## config.mk

```make
export PLATFORM = sky130hd
export DESIGN_NAME = gmii_rx_framer_flat
export DESIGN_NICKNAME = d
export VERILOG_FILES = /design/src/rtl/mac_pkg.sv /design/src/rtl/gmii_rx_framer_if.sv /design/src/rtl/gmii_rx_framer.sv /design/src/flat_wrapper.sv
export SDC_FILE = /design/constraint.sdc
export NUM_CORES = 1
export LEC_CHECK = 0
export CORE_ASPECT_RATIO = 1.2
export CORE_MARGIN = 8
export CORE_UTILIZATION = 50
export DETAILED_ROUTE_END_ITERATION = 12
export GPL_ROUTABILITY_DRIVEN = 0
export PLACE_DENSITY = 0.87
export SKIP_CTS_REPAIR_TIMING = 1
export SYNTH_ARGS = -nofsm -noshare
export SYNTH_HDL_FRONTEND = slang
export SYNTH_SLANG_ARGS = --single-unit
```

## constraint.sdc

```tcl
create_clock -name clk -period 2.7 [get_ports clk]
set_input_delay 0.27 -clock clk [delete_from_list [all_inputs] [get_ports clk]]
set_output_delay 0.27 -clock clk [all_outputs]
set_load 0.01 [all_outputs]
```

## src/rtl/mac_pkg.sv

```systemverilog
// Shared MAC receive-path types: stream beat struct, GMII framing constants and framer states.
package mac_pkg;

  localparam logic [7:0] C_PREAMBLE = 8'h55;
  localparam logic [7:0] C_SFD      = 8'hD5;

  typedef enum logic [1:0] {
    IDLE     = 2'd0,
    PREAMBLE = 2'd1,
    DATA     = 2'd2,
    DROP     = 2'd3
  } framer_state_t;

  typedef struct packed {
    logic       startofpacket;
    logic       endofpacket;
    logic       valid;
    logic [7:0] data;
    logic       error;
  } stream_t;

  // Preamble counter only needs to prove "enough" 0x55 bytes, so it sticks at 15.
  function automatic logic [3:0] sat_inc4(input logic [3:0] v);
    return (v == 4'hF) ? v : v + 4'd1;
  endfunction

endpackage

```

## src/rtl/gmii_rx_framer_if.sv

```systemverilog
// GMII receive inputs and the framed byte stream output of gmii_rx_framer.
interface gmii_rx_framer_if;

  logic       gmii_rx_dv;
  logic       gmii_rx_er;
  logic [7:0] gmii_rxd;

  logic       stream_out_startofpacket;
  logic       stream_out_endofpacket;
  logic       stream_out_valid;
  logic [7:0] stream_out_data;
  logic       stream_out_error;

  // master: the framer (consumes GMII, sources the stream)
  modport master (
    input  gmii_rx_dv,
    input  gmii_rx_er,
    input  gmii_rxd,
    output stream_out_startofpacket,
    output stream_out_endofpacket,
    output stream_out_valid,
    output stream_out_data,
    output stream_out_error
  );

  // slave: the PHY-side driver and the stream consumer
  modport slave (
    output gmii_rx_dv,
    output gmii_rx_er,
    output gmii_rxd,
    input  stream_out_startofpacket,
    input  stream_out_endofpacket,
    input  stream_out_valid,
    input  stream_out_data,
    input  stream_out_error
  );

endinterface

```

## src/rtl/gmii_rx_framer.sv

```systemverilog
// GMII receive framer: strips preamble/SFD, emits one beat per data byte with sop/eop/error.
// Optional length check on the final beat is compiled in with RX_LEN_CHECK_EN.
module gmii_rx_framer
  import mac_pkg::*;
#(
  parameter int unsigned P_MIN_PREAMBLE = 1,
  parameter int unsigned P_MIN_LEN      = 64,
  parameter int unsigned P_MAX_LEN      = 1518
) (
  input  logic             clk,
  input  logic             rst_n,
  gmii_rx_framer_if.master bus
);

  framer_state_t state_reg, state_next;
  logic [3:0]    pre_cnt_reg, pre_cnt_next;
  logic [7:0]    hold_reg, hold_next;
  logic          hold_full_reg, hold_full_next;
  logic          first_reg, first_next;
  logic          sticky_reg, sticky_next;
  logic          final_err;
  stream_t       out_reg, out_next;

  logic       rx_dv;
  logic       rx_er;
  logic [7:0] rxd;

  assign rx_dv = bus.gmii_rx_dv;
  assign rx_er = bus.gmii_rx_er;
  assign rxd   = bus.gmii_rxd;

`ifdef RX_LEN_CHECK_EN
  localparam int LEN_W = $clog2(P_MAX_LEN + 2);

  logic [LEN_W-1:0] len_reg, len_next;
  logic             len_err;

  // Counter saturates at all-ones, which is always above P_MAX_LEN.
  assign len_err   = (32'(len_reg) < P_MIN_LEN) || (32'(len_reg) > P_MAX_LEN);
  assign final_err = sticky_reg | len_err;

  always_ff @(posedge clk or negedge rst_n) begin
    if (!rst_n) begin
      len_reg <= '0;
    end else begin
      len_reg <= len_next;
    end
  end
`else
  assign final_err = sticky_reg;
`endif

  always_ff @(posedge clk or negedge rst_n) begin
    if (!rst_n) begin
      state_reg     <= DROP;
      pre_cnt_reg   <= '0;
      hold_reg      <= '0;
      hold_full_reg <= 1'b0;
      first_reg     <= 1'b0;
      sticky_reg    <= 1'b0;
      out_reg       <= '0;
    end else begin
      state_reg     <= state_next;
      pre_cnt_reg   <= pre_cnt_next;
      hold_reg      <= hold_next;
      hold_full_reg <= hold_full_next;
      first_reg     <= first_next;
      sticky_reg    <= sticky_next;
      out_reg       <= out_next;
    end
  end

  always_comb begin
    state_next     = state_reg;
    pre_cnt_next   = pre_cnt_reg;
    hold_next      = hold_reg;
    hold_full_next = hold_full_reg;
    first_next     = first_reg;
    sticky_next    = sticky_reg;
    out_next       = '0;
`ifdef RX_LEN_CHECK_EN
    len_next       = len_reg;
`endif

    unique case (state_reg)
      IDLE: begin
        if (rx_dv) begin
          if (rxd == C_PREAMBLE) begin
            state_next   = PREAMBLE;
            pre_cnt_next = 4'd1;
          end else if ((rxd == C_SFD) && (P_MIN_PREAMBLE == 0)) begin
            state_next     = DATA;
            first_next     = 1'b1;
            sticky_next    = 1'b0;
            hold_full_next = 1'b0;
`ifdef RX_LEN_CHECK_EN
            len_next       = '0;
`endif
          end else begin
            state_next = DROP;
          end
        end
      end

      PREAMBLE: begin
        if (!rx_dv) begin
          state_next = IDLE;
        end else if (rxd == C_PREAMBLE) begin
          pre_cnt_next = sat_inc4(pre_cnt_reg);
        end else if ((rxd == C_SFD) && ({28'd0, pre_cnt_reg} >= P_MIN_PREAMBLE)) begin
          state_next     = DATA;
          first_next     = 1'b1;
          sticky_next    = 1'b0;
          hold_full_next = 1'b0;
`ifdef RX_LEN_CHECK_EN
          len_next       = '0;
`endif
        end else begin
          state_next = DROP;
        end
      end

      DATA: begin
        if (rx_dv) begin
          // The one-byte hold delays emission so the last byte can carry eop.
          if (hold_full_reg) begin
            out_next.valid         = 1'b1;
            out_next.startofpacket = first_reg;
            out_next.data          = hold_reg;
            first_next             = 1'b0;
          end
          hold_next      = rxd;
          hold_full_next = 1'b1;
          sticky_next    = sticky_reg | rx_er;
`ifdef RX_LEN_CHECK_EN
          len_next       = (len_reg == '1) ? len_reg : len_reg + 1'b1;
`endif
        end else begin
          if (hold_full_reg) begin
            out_next.valid         = 1'b1;
            out_next.startofpacket = first_reg;
            out_next.endofpacket   = 1'b1;
            out_next.data          = hold_reg;
            out_next.error         = final_err;
          end
          hold_full_next = 1'b0;
          first_next     = 1'b0;
          state_next     = IDLE;
        end
      end

      DROP: begin
        if (!rx_dv) begin
          state_next = IDLE;
        end
      end

      default: begin
        state_next = DROP;
      end
    endcase
  end

  assign bus.stream_out_startofpacket = out_reg.startofpacket;
  assign bus.stream_out_endofpacket   = out_reg.endofpacket;
  assign bus.stream_out_valid         = out_reg.valid;
  assign bus.stream_out_data          = out_reg.data;
  assign bus.stream_out_error         = out_reg.error;

endmodule

```

## src/flat_wrapper.sv

```systemverilog
// flat-port wrapper written by rule: the top's interface ports become plain ports
module gmii_rx_framer_flat import mac_pkg::*;
#(
  parameter int unsigned P_MIN_PREAMBLE = 1,
  parameter int unsigned P_MIN_LEN      = 64,
  parameter int unsigned P_MAX_LEN      = 1518
)
  (clk, rst_n, bus_gmii_rx_dv, bus_gmii_rx_er, bus_gmii_rxd, bus_stream_out_startofpacket, bus_stream_out_endofpacket, bus_stream_out_valid, bus_stream_out_data, bus_stream_out_error);
  gmii_rx_framer_if bus_i ();
  input  logic clk;
  input  logic rst_n;
  input wire logic [$bits(bus_i.gmii_rx_dv)-1:0] bus_gmii_rx_dv;
  input wire logic [$bits(bus_i.gmii_rx_er)-1:0] bus_gmii_rx_er;
  input wire logic [$bits(bus_i.gmii_rxd)-1:0] bus_gmii_rxd;
  output wire logic [$bits(bus_i.stream_out_startofpacket)-1:0] bus_stream_out_startofpacket;
  output wire logic [$bits(bus_i.stream_out_endofpacket)-1:0] bus_stream_out_endofpacket;
  output wire logic [$bits(bus_i.stream_out_valid)-1:0] bus_stream_out_valid;
  output wire logic [$bits(bus_i.stream_out_data)-1:0] bus_stream_out_data;
  output wire logic [$bits(bus_i.stream_out_error)-1:0] bus_stream_out_error;
  assign bus_i.gmii_rx_dv = bus_gmii_rx_dv;
  assign bus_i.gmii_rx_er = bus_gmii_rx_er;
  assign bus_i.gmii_rxd = bus_gmii_rxd;
  assign bus_stream_out_startofpacket = bus_i.stream_out_startofpacket;
  assign bus_stream_out_endofpacket = bus_i.stream_out_endofpacket;
  assign bus_stream_out_valid = bus_i.stream_out_valid;
  assign bus_stream_out_data = bus_i.stream_out_data;
  assign bus_stream_out_error = bus_i.stream_out_error;
  gmii_rx_framer #(.P_MIN_PREAMBLE(P_MIN_PREAMBLE), .P_MIN_LEN(P_MIN_LEN), .P_MAX_LEN(P_MAX_LEN)) u_core (.clk(clk), .rst_n(rst_n), .bus(bus_i));
endmodule
```

==> results.yml, run 1 <==
outcome:
  status: "completed"
worst_setup_path:
  cp_max_fo: 4
  critPathBufInv: 1
  arrival_ps: 1970
  cp-end-kind: "register"
  start_kind: "register"
  cpLargestDelayFamily: "simple AND/OR/NAND/NOR gates"
  cp_data_required_time_ps: 2910
  slowest_delay_ps: 490
  path_cells: "inv_1, ha_1, or4b_4, a41oi_2, or3_1, a21oi_1"
  cp_slowest_cell: "or4b_4"
  crit_type: "reg2reg"
pwr:
  power_frac_comb_pct: 13.4
  total_leakage_power_nw: 0.744
  p_int_mw: 0.670
  switchingPower_mw: 0.218
  pwr-share-seq_pct: 56.0
  peakVddDrop_mv: 0.461
  clockPowerShare_pct: 30.6
  power.total_mw: 0.888
  switching_share_pct: 24.5
  power_density_nw_per_um2: 562
sta:
  skew_ps: 8.50
  fin_crit_ps: 1760
  fin_ws_ps: 941
  rsz0062_at_grt: "false"
  worst_pin_slew_ps: 483
  timing.fmax_ghz: 0.569
  slew_headroom_pct: 67.7
  finalSetupViolations: 0
  setup_tns_ps: 0
  hold_viol: 0
  period_share_pct: 65.1
  final_max_slew_viol_count: 0
drt:
  antenna_left: 0
  routedWlPerCell_um: 15.2
  drc_errors: 0
  routed_via_density: 5.38
  firstDrtPassIters: 4
  initialDrtViolationCount: 21
  dr_total_vias: 877
  routed_wirelength_um: 2470
final_layout:
  nets: 144
  area_growth_syn_to_layout_pct: 25.0
  final_common_cell: "dfrtp_1"
  final_cell_mix: "27 x dfrtp_1, 23 x clkdlybuf4s50_1, 9 x and3_1, 8 x mux2_2, 7 x nand2_1"
  drive_above_1_share_pct: 20.0
  finalNonFillerCells: 163
  n_antenna_cell: 0
yosys:
  post_synth.cell_area_avg_um2: 12.5
  ys_warn_count: 0
  synth_nets: 116
  yosysUniqueCellTypes: 36
  syn_inst: 101
  seq_area_frac_synth_pct: 57.6
  synth-seq-cells: 29
  synth_area_um2: 1260
global_route:
  gr-usage-all-layers_pct: 12.6
  grt_pass1_wl_um: 4040
  gr-total-overflow: 0
  antenna_found_initial: 0
  grt_start_max_net_pins: 30
  grt_pass1_vias: 882
floorplanning:
  die_h_um: 71.1
  die_x_um: 61.9
  start_util_pct: 51.0
  core_area_um2: 2480
  rows: 20
  dieArea_um2: 4400
  io_pins: 24
place:
  dp.cells: 155
  port_buffers: 23
  dp_hpwl_um: 1840
  dp_slack_ps: 787
clock_tree:
  ctsHtreeMaxLevel: 2
  cts_sinks: 29
  clk_pin_slew_ps: 90
  cts_root_buf: "clkbuf_4"
  cts_tree: "yes"
  clkLatencyLatePin_ps: 330
  cts_buffers: 5
  cts.path.max_buffers: 2
worst_hold_path:
  min_path_type: "in2async"
job:
  maxCapViolations: 0
[through the flow]
step	cell area (um^2)	util (%)	hold slack, ps
6_report	1580	63.8	310
4_1_cts	1580	63.8	314
3_5_place_dp	1520	61.4	474
2_1_floorplan	1260	-	-25.6
3_3_place_gp	1520	61.4	460
5_1_grt	1580	63.8	322
[synthesized netlist by cell type]
| master | instances | area (um^2) |
|---|---|---|
| dfstp_2 | 2 | 52.6 |
| nand3_1 | 2 | 10.0 |
| a21oi_1 | 3 | 15.0 |
| dfrtp_1 | 27 | 676 |
| o21ai_0 | 1 | 5.00 |
| nand4bb_1 | 1 | 11.3 |
| and4bb_2 | 1 | 12.5 |
| nand4bb_2 | 1 | 16.3 |
| a41oi_2 | 1 | 16.3 |
| mux2_2 | 8 | 90.1 |
| nor4_4 | 1 | 21.3 |
| mux2i_1 | 1 | 10.0 |
| nor2_1 | 4 | 15.0 |
| nand3b_1 | 1 | 7.51 |
| a211o_1 | 1 | 8.76 |
| or3_1 | 1 | 6.26 |
| nand4_1 | 3 | 18.8 |
| buf_4 | 1 | 7.51 |
| inv_1 | 6 | 22.5 |
| and3_1 | 9 | 56.3 |
| a31oi_1 | 1 | 6.26 |
| clkbuf_8 | 1 | 13.8 |
| a22o_1 | 1 | 8.76 |
| and2b_2 | 1 | 8.76 |
| nand2_1 | 7 | 26.3 |
| nor3b_1 | 1 | 7.51 |
| a21o_1 | 1 | 7.51 |
| and2_2 | 1 | 7.51 |
| and4b_2 | 1 | 11.3 |
| a21boi_0 | 1 | 7.51 |
| nor2b_1 | 1 | 6.26 |
| ha_1 | 3 | 37.5 |
| clkbuf_1 | 2 | 7.51 |
| nor3_1 | 2 | 10.0 |
| o21ai_1 | 1 | 5.00 |
| or4b_4 | 1 | 13.8 |
[worst reg2reg max path, delay by kind of cell, from the launching register on]
kind / cells / cell delay (ps)
adders and majority gates: 1 / 190
DFF: 1 / 380
AOI/OAI and AO/OA: 2 / 340
buffers and inverters: 1 / 90
and+or+nand+nor: 2 / 640
[power by group through the flow]
stage	Combinational, mW	Clock (mW)	Sequential, mW
3_5_place_dp	0.121	0	0.505
2_1_floorplan	0.0608	0	0.501
3_3_place_gp	0.116	0	0.503
6_report	0.119	0.272	0.497
5_1_grt	0.131	0.305	0.502
4_1_cts	0.121	0.280	0.497
[final timing paths]
check	from	endpoint	slack, ps	depth (start not counted)
setup reg to reg	u_core.pre_cnt_reg[1]	u_core.final_err	940	6
hold / removal	rst_n	u_core.bus.stream_out_data[6]	310	2
hold reg to reg	u_core.hold_reg[7]	u_core.hold_reg[7]	510	1
max in group asynchronous	rst_n	u_core.state_reg[1]	2090	2
min in group clk	u_core.hold_reg[7]	u_core.hold_reg[7]	510	1
setup / recovery	u_core.pre_cnt_reg[1]	u_core.final_err	940	6
[metal layers]
metal	up-vias	part of all wire (%)	track usage, %
met4	0	1.6	5.33
met3	4	7.6	6.53
met1	435	40	13.3
met2	23	50	20.2
li1	415	-	-
met5	-	0	0
[logic make-up after synthesis]
logic type	share of synthesized area (%)
multiplexers	7.92
AO/OA/AOI/OAI	6.34
flip-flops	57.6
buffers and inverters	4.06
AND/OR/NAND/NOR	21.1
adder cells (fa/ha/maj)	2.97
[layout make-up]
cell class                      instances  area [um^2]
Fill cell                             198          897
Sequential cell                        29          728
Multi-Input combinational cell         62          484
Timing Repair Buffer                   25          245
Clock buffer                            8         58.8
Tap cell                               33         41.3
Inverter                                6         22.5
Note: power is estimated with default switching activity, not from simulation.
==> run 2: changes to the inputs <==
Clock period 2.7 ns to 1.75 ns, I/O delays scaled along.
==> run 2 against run 1 <==
Hold slack got worse by 82 ps. Count of clock-buffer cells in the layout down 2. Die area did not move. Flip-flop and latch count unchanged. Cell area grew 1.2%. First-iteration DRC count is 62% higher. Wire length shrank 0.28%. Worst setup slack lost 870 ps. Critical endpoint unchanged. Largest power group unchanged. Highest routed layer unchanged.
==> results.yml, run 2 (same netlist as run 1, synthesis figures left out) <==
global_route:
  gr-usage-all-layers_pct: 12.7
  gr-total-overflow: 0
  grt_pass1_vias: 941
  grt_start_max_net_pins: 30
  grt_pass1_wl_um: 4150
  antenna_found_initial: 0
final_layout:
  nFillCells: 186
  area_growth_syn_to_layout_pct: 26.5
  drive_above_1_share_pct: 22.0
  final_common_cell: "dfrtp_1"
  nets: 146
  final_cell_mix: "27 x dfrtp_1, 23 x clkdlybuf4s50_1, 9 x and3_1, 8 x mux2_2, 7 x nand2_1"
  n_antenna_cell: 0
sta:
  fin_crit_ps: 1680
  timing.fmax_ghz: 0.594
  period_share_pct: 96.2
  finalSetupViolations: 0
  final_max_slew_viol_count: 0
  fin_ws_ps: 66.5
  hold_viol: 0
  slew_headroom_pct: 74.5
  skew_ps: 3.06
  whs_ps: 228
  worst_pin_slew_ps: 380
  setup_tns_ps: 0
drt:
  routed_via_density: 5.35
  routedWlPerCell_um: 14.9
  dr_total_vias: 883
  route.met3.wl_um: 189
  routed-wl-met2_um: 1320
  wirelength_met1_um: 913
  top_layer: "met4"
  drc_errors: 0
  routed_wirelength_um: 2470
  firstDrtPassIters: 6
  initialDrtViolationCount: 34
  antenna_left: 0
worst_setup_path:
  cp-end-kind: "register"
  slowest_delay_ps: 510
  cp_data_required_time_ps: 1960
  start_kind: "register"
  cp_slowest_cell: "or4b_4"
  path_cells: "ha_1, or4b_4, a41oi_4, or3_1, a21oi_1"
  arrival_ps: 1900
  cp_max_fo: 5
  crit_type: "reg2reg"
clock_tree:
  cts_buffers: 5
  cts_tree: "yes"
  clk_pin_slew_ps: 80
  cts.path.max_buffers: 2
  clkLatencyLatePin_ps: 320
  cts_sinks: 29
  cts_root_buf: "clkbuf_4"
  ctsHtreeMaxLevel: 2
floorplanning:
  io_pins: 24
  dieArea_um2: 4400
  die_h_um: 71.1
  rows: 20
  core_area_um2: 2480
  die_x_um: 61.9
  start_util_pct: 51.0
job:
  maxCapViolations: 0
pwr:
  total_leakage_power_nw: 0.753
  power.total_mw: 1.33
  power_density_nw_per_um2: 831
  peakVddDrop_mv: 0.501
place:
  dp_hpwl_um: 1880
  port_buffers: 23
  dp_slack_ps: -7.70
outcome:
  status: "completed"
worst_hold_path:
  min_path_type: "in2async"
run 2: worst paths after layout:
kind | from | endpoint | slack, ps | cells past startpoint
min in group clk | bus_gmii_rx_er | u_core.final_err | 490 | 4
worst min-delay path | rst_n | u_core.hold_reg[0] | 230 | 2
worst max register to register | u_core.pre_cnt_reg[0] | u_core.final_err | 70 | 5
max in group asynchronous | rst_n | u_core.state_reg[0] | 1220 | 2
worst max-delay path | u_core.pre_cnt_reg[0] | u_core.final_err | 70 | 5
worst min register to register | u_core.first_reg | u_core.first_reg | 490 | 1
run 2: layer usage:
| metal | vias to the layer above | GRT usage, % |
|---|---|---|
| li1 | 421 | - |
| met1 | 434 | 12.5 |
| met2 | 23 | 21.8 |
| met3 | 5 | 5.44 |
| met4 | 0 | 5.84 |
| met5 | - | 0 |
run 2: final cells by class:
class                      count  area, um^2  area share [%]
tap                           33        41.3            2.58
sequential                    29         728            45.5
clock inverter                 2        10.0           0.626
multi-input combinational     62         495            31.0
clock buffer                   6        41.3            2.58
timing repair buffer          27         260            16.3
inverter                       6        22.5            1.41
run 2: worst max-delay path, delay by kind of cell (launching register included):
kind                       cells  cell delay (ps)
adders and majority gates      1              210
and+or+nand+nor                2              650
AOI/OAI and AO/OA              2              280
DFF                            1              430
run 2: report_power, final:
group          leakage (nW)  internal, mW  switching (mW)
Clock                0.0320         0.152           0.216
Sequential            0.360         0.732          0.0380
Combinational         0.361         0.109          0.0814
Total                 0.753         0.993           0.336
run 2: per-stage QoR:
stage	area [um^2]	cells	util (%)
finish	1600	165	64.5
global route	1600	165	64.5
CTS	1590	165	64.1
detailed placement	1540	157	62.0
global placement	1540	157	62.0
floorplan	1260	101	-
==> run 3: changes to the inputs <==
Settings changed: ABC_CLOCK_PERIOD_IN_PS set to 1750, PLACE_DENSITY 0.87 to unset, PLACE_DENSITY_LB_ADDON set to 0.08.
==> run 3 against run 2 <==
Clock power up 23%. First-iteration DRC count fell by 21%. Sequential share of layout area decreased by 1.0 points. Largest power group unchanged. Count of clock-buffer cells in the layout grew 1. Clock skew grew 7.1 ps. Critical path type unchanged.
==> results.yml, run 3 (same netlist as run 1, synthesis figures left out) <==
clock_tree:
  cts_root_buf: "clkbuf_4"
  cts_buffers: 5
  cts_tree: "yes"
  ctsHtreeMaxLevel: 2
  clk_pin_slew_ps: 90
  clkLatencyLatePin_ps: 320
  cts_sinks: 29
  cts.path.max_buffers: 2
worst_setup_path:
  start_kind: "register"
  cp_data_required_time_ps: 1960
  cp-end-kind: "register"
  crit_type: "reg2reg"
  r2r-start: "u_core.pre_cnt_reg[1]"
  arrival_ps: 1910
  cp_max_fo: 4
  crit_start: "u_core.pre_cnt_reg[1]"
sta:
  worst_pin_slew_ps: 379
  hold_viol: 0
  timing.fmax_ghz: 0.589
  fin_crit_ps: 1700
  whs_ps: 228
  fin_ws_ps: 52.0
  finalSetupViolations: 0
  slew_headroom_pct: 74.5
  skew_ps: 10.1
  final_max_slew_viol_count: 0
  period_share_pct: 97.0
floorplanning:
  core_area_um2: 2480
  dieArea_um2: 4400
  rows: 20
  start_util_pct: 51.0
  io_pins: 24
  die_h_um: 71.1
  die_x_um: 61.9
final_layout:
  final_common_cell: "dfrtp_1"
  drive_above_1_share_pct: 25.4
  n_antenna_cell: 0
  area_growth_syn_to_layout_pct: 29.4
  nets: 148
  final_cell_mix: "27 x dfrtp_1, 23 x clkdlybuf4s50_1, 9 x and3_1, 8 x mux2_2, 7 x nand2_1"
  nFillCells: 186
  final_area_um2: 1640
  finalNonFillerCells: 167
drt:
  antenna_left: 0
  drc_errors: 0
  route.met3.wl_um: 151
  initialDrtViolationCount: 27
  wirelength_met1_um: 1010
  routed_wirelength_um: 2360
  dr_total_vias: 887
  routedWlPerCell_um: 14.2
  firstDrtPassIters: 4
  routed-wl-met2_um: 1160
  routed_via_density: 5.31
  top_layer: "met4"
outcome:
  status: "completed"
global_route:
  antenna_found_initial: 0
  grt_pass1_wl_um: 4010
  grt_pass1_vias: 857
  gr-total-overflow: 0
  grt_start_max_net_pins: 30
  gr-usage-all-layers_pct: 12.2
pwr:
  power.total_mw: 1.41
  peakVddDrop_mv: 0.700
  power_density_nw_per_um2: 862
  total_leakage_power_nw: 0.769
worst_hold_path:
  min_path_type: "in2async"
place:
  dp_slack_ps: -62.5
  port_buffers: 23
  placed_area_um2: 1540
  dp.cells: 158
job:
  maxCapViolations: 0
==> run 3: metal layers <==
| metal | track usage, % | vias to the layer above |
|---|---|---|
| met3 | 5.99 | 6 |
| met1 | 14.2 | 438 |
| met5 | 0 | - |
| met2 | 17.9 | 19 |
| li1 | - | 424 |
| met4 | 6.09 | 0 |
==> run 3: per-stage QoR <==
| step | TNS, ps | utilization [%] |
|---|---|---|
| 3_5_place_dp | -150 | 62.3 |
| 5_1_grt | -6.70 | 66.0 |
| 2_1_floorplan | 0 | - |
| 4_1_cts | -1.10 | 65.2 |
| 3_3_place_gp | -87.8 | 62.3 |
| 6_report | 0 | 66.0 |
==> run 3: power by group <==
part / internal [mW] / switching (mW) / leakage [nW]
sequential: 0.732 / 0.0339 / 0.360
combinational: 0.110 / 0.0794 / 0.367
clock: 0.232 / 0.222 / 0.0413
total: 1.07 / 0.336 / 0.769
==> run 3: worst paths after layout <==
kind,cells after the start,to,slack [ps]
worst max-delay path,6,u_core.final_err,50
worst min-delay path,2,u_core.bus.stream_out_data[5],230
worst max register to register,6,u_core.final_err,50
worst min register to register,1,u_core.first_reg,490
max in group asynchronous,2,u_core.state_reg[1],1210
min in group clk,1,u_core.first_reg,490
==> run 3: critical path, cell delays in order, from the launching register on <==
cell and delay [ps]:
dfrtp_1 410, inv_1 110, ha_1 150, or4b_4 490
a41oi_4 230, or3_1 140, a21oi_1 60
==> run 3: cell type report <==
type	instances	area [um^2]	share of cell area [%]
well taps	33	41.3	2.52
inverters	6	22.5	1.38
multi-input cells	62	498	30.5
flip-flops and latches	29	728	44.5
repair buffers	29	275	16.8
clock inverters	1	5.00	0.306
clock buffers	7	65.1	3.98
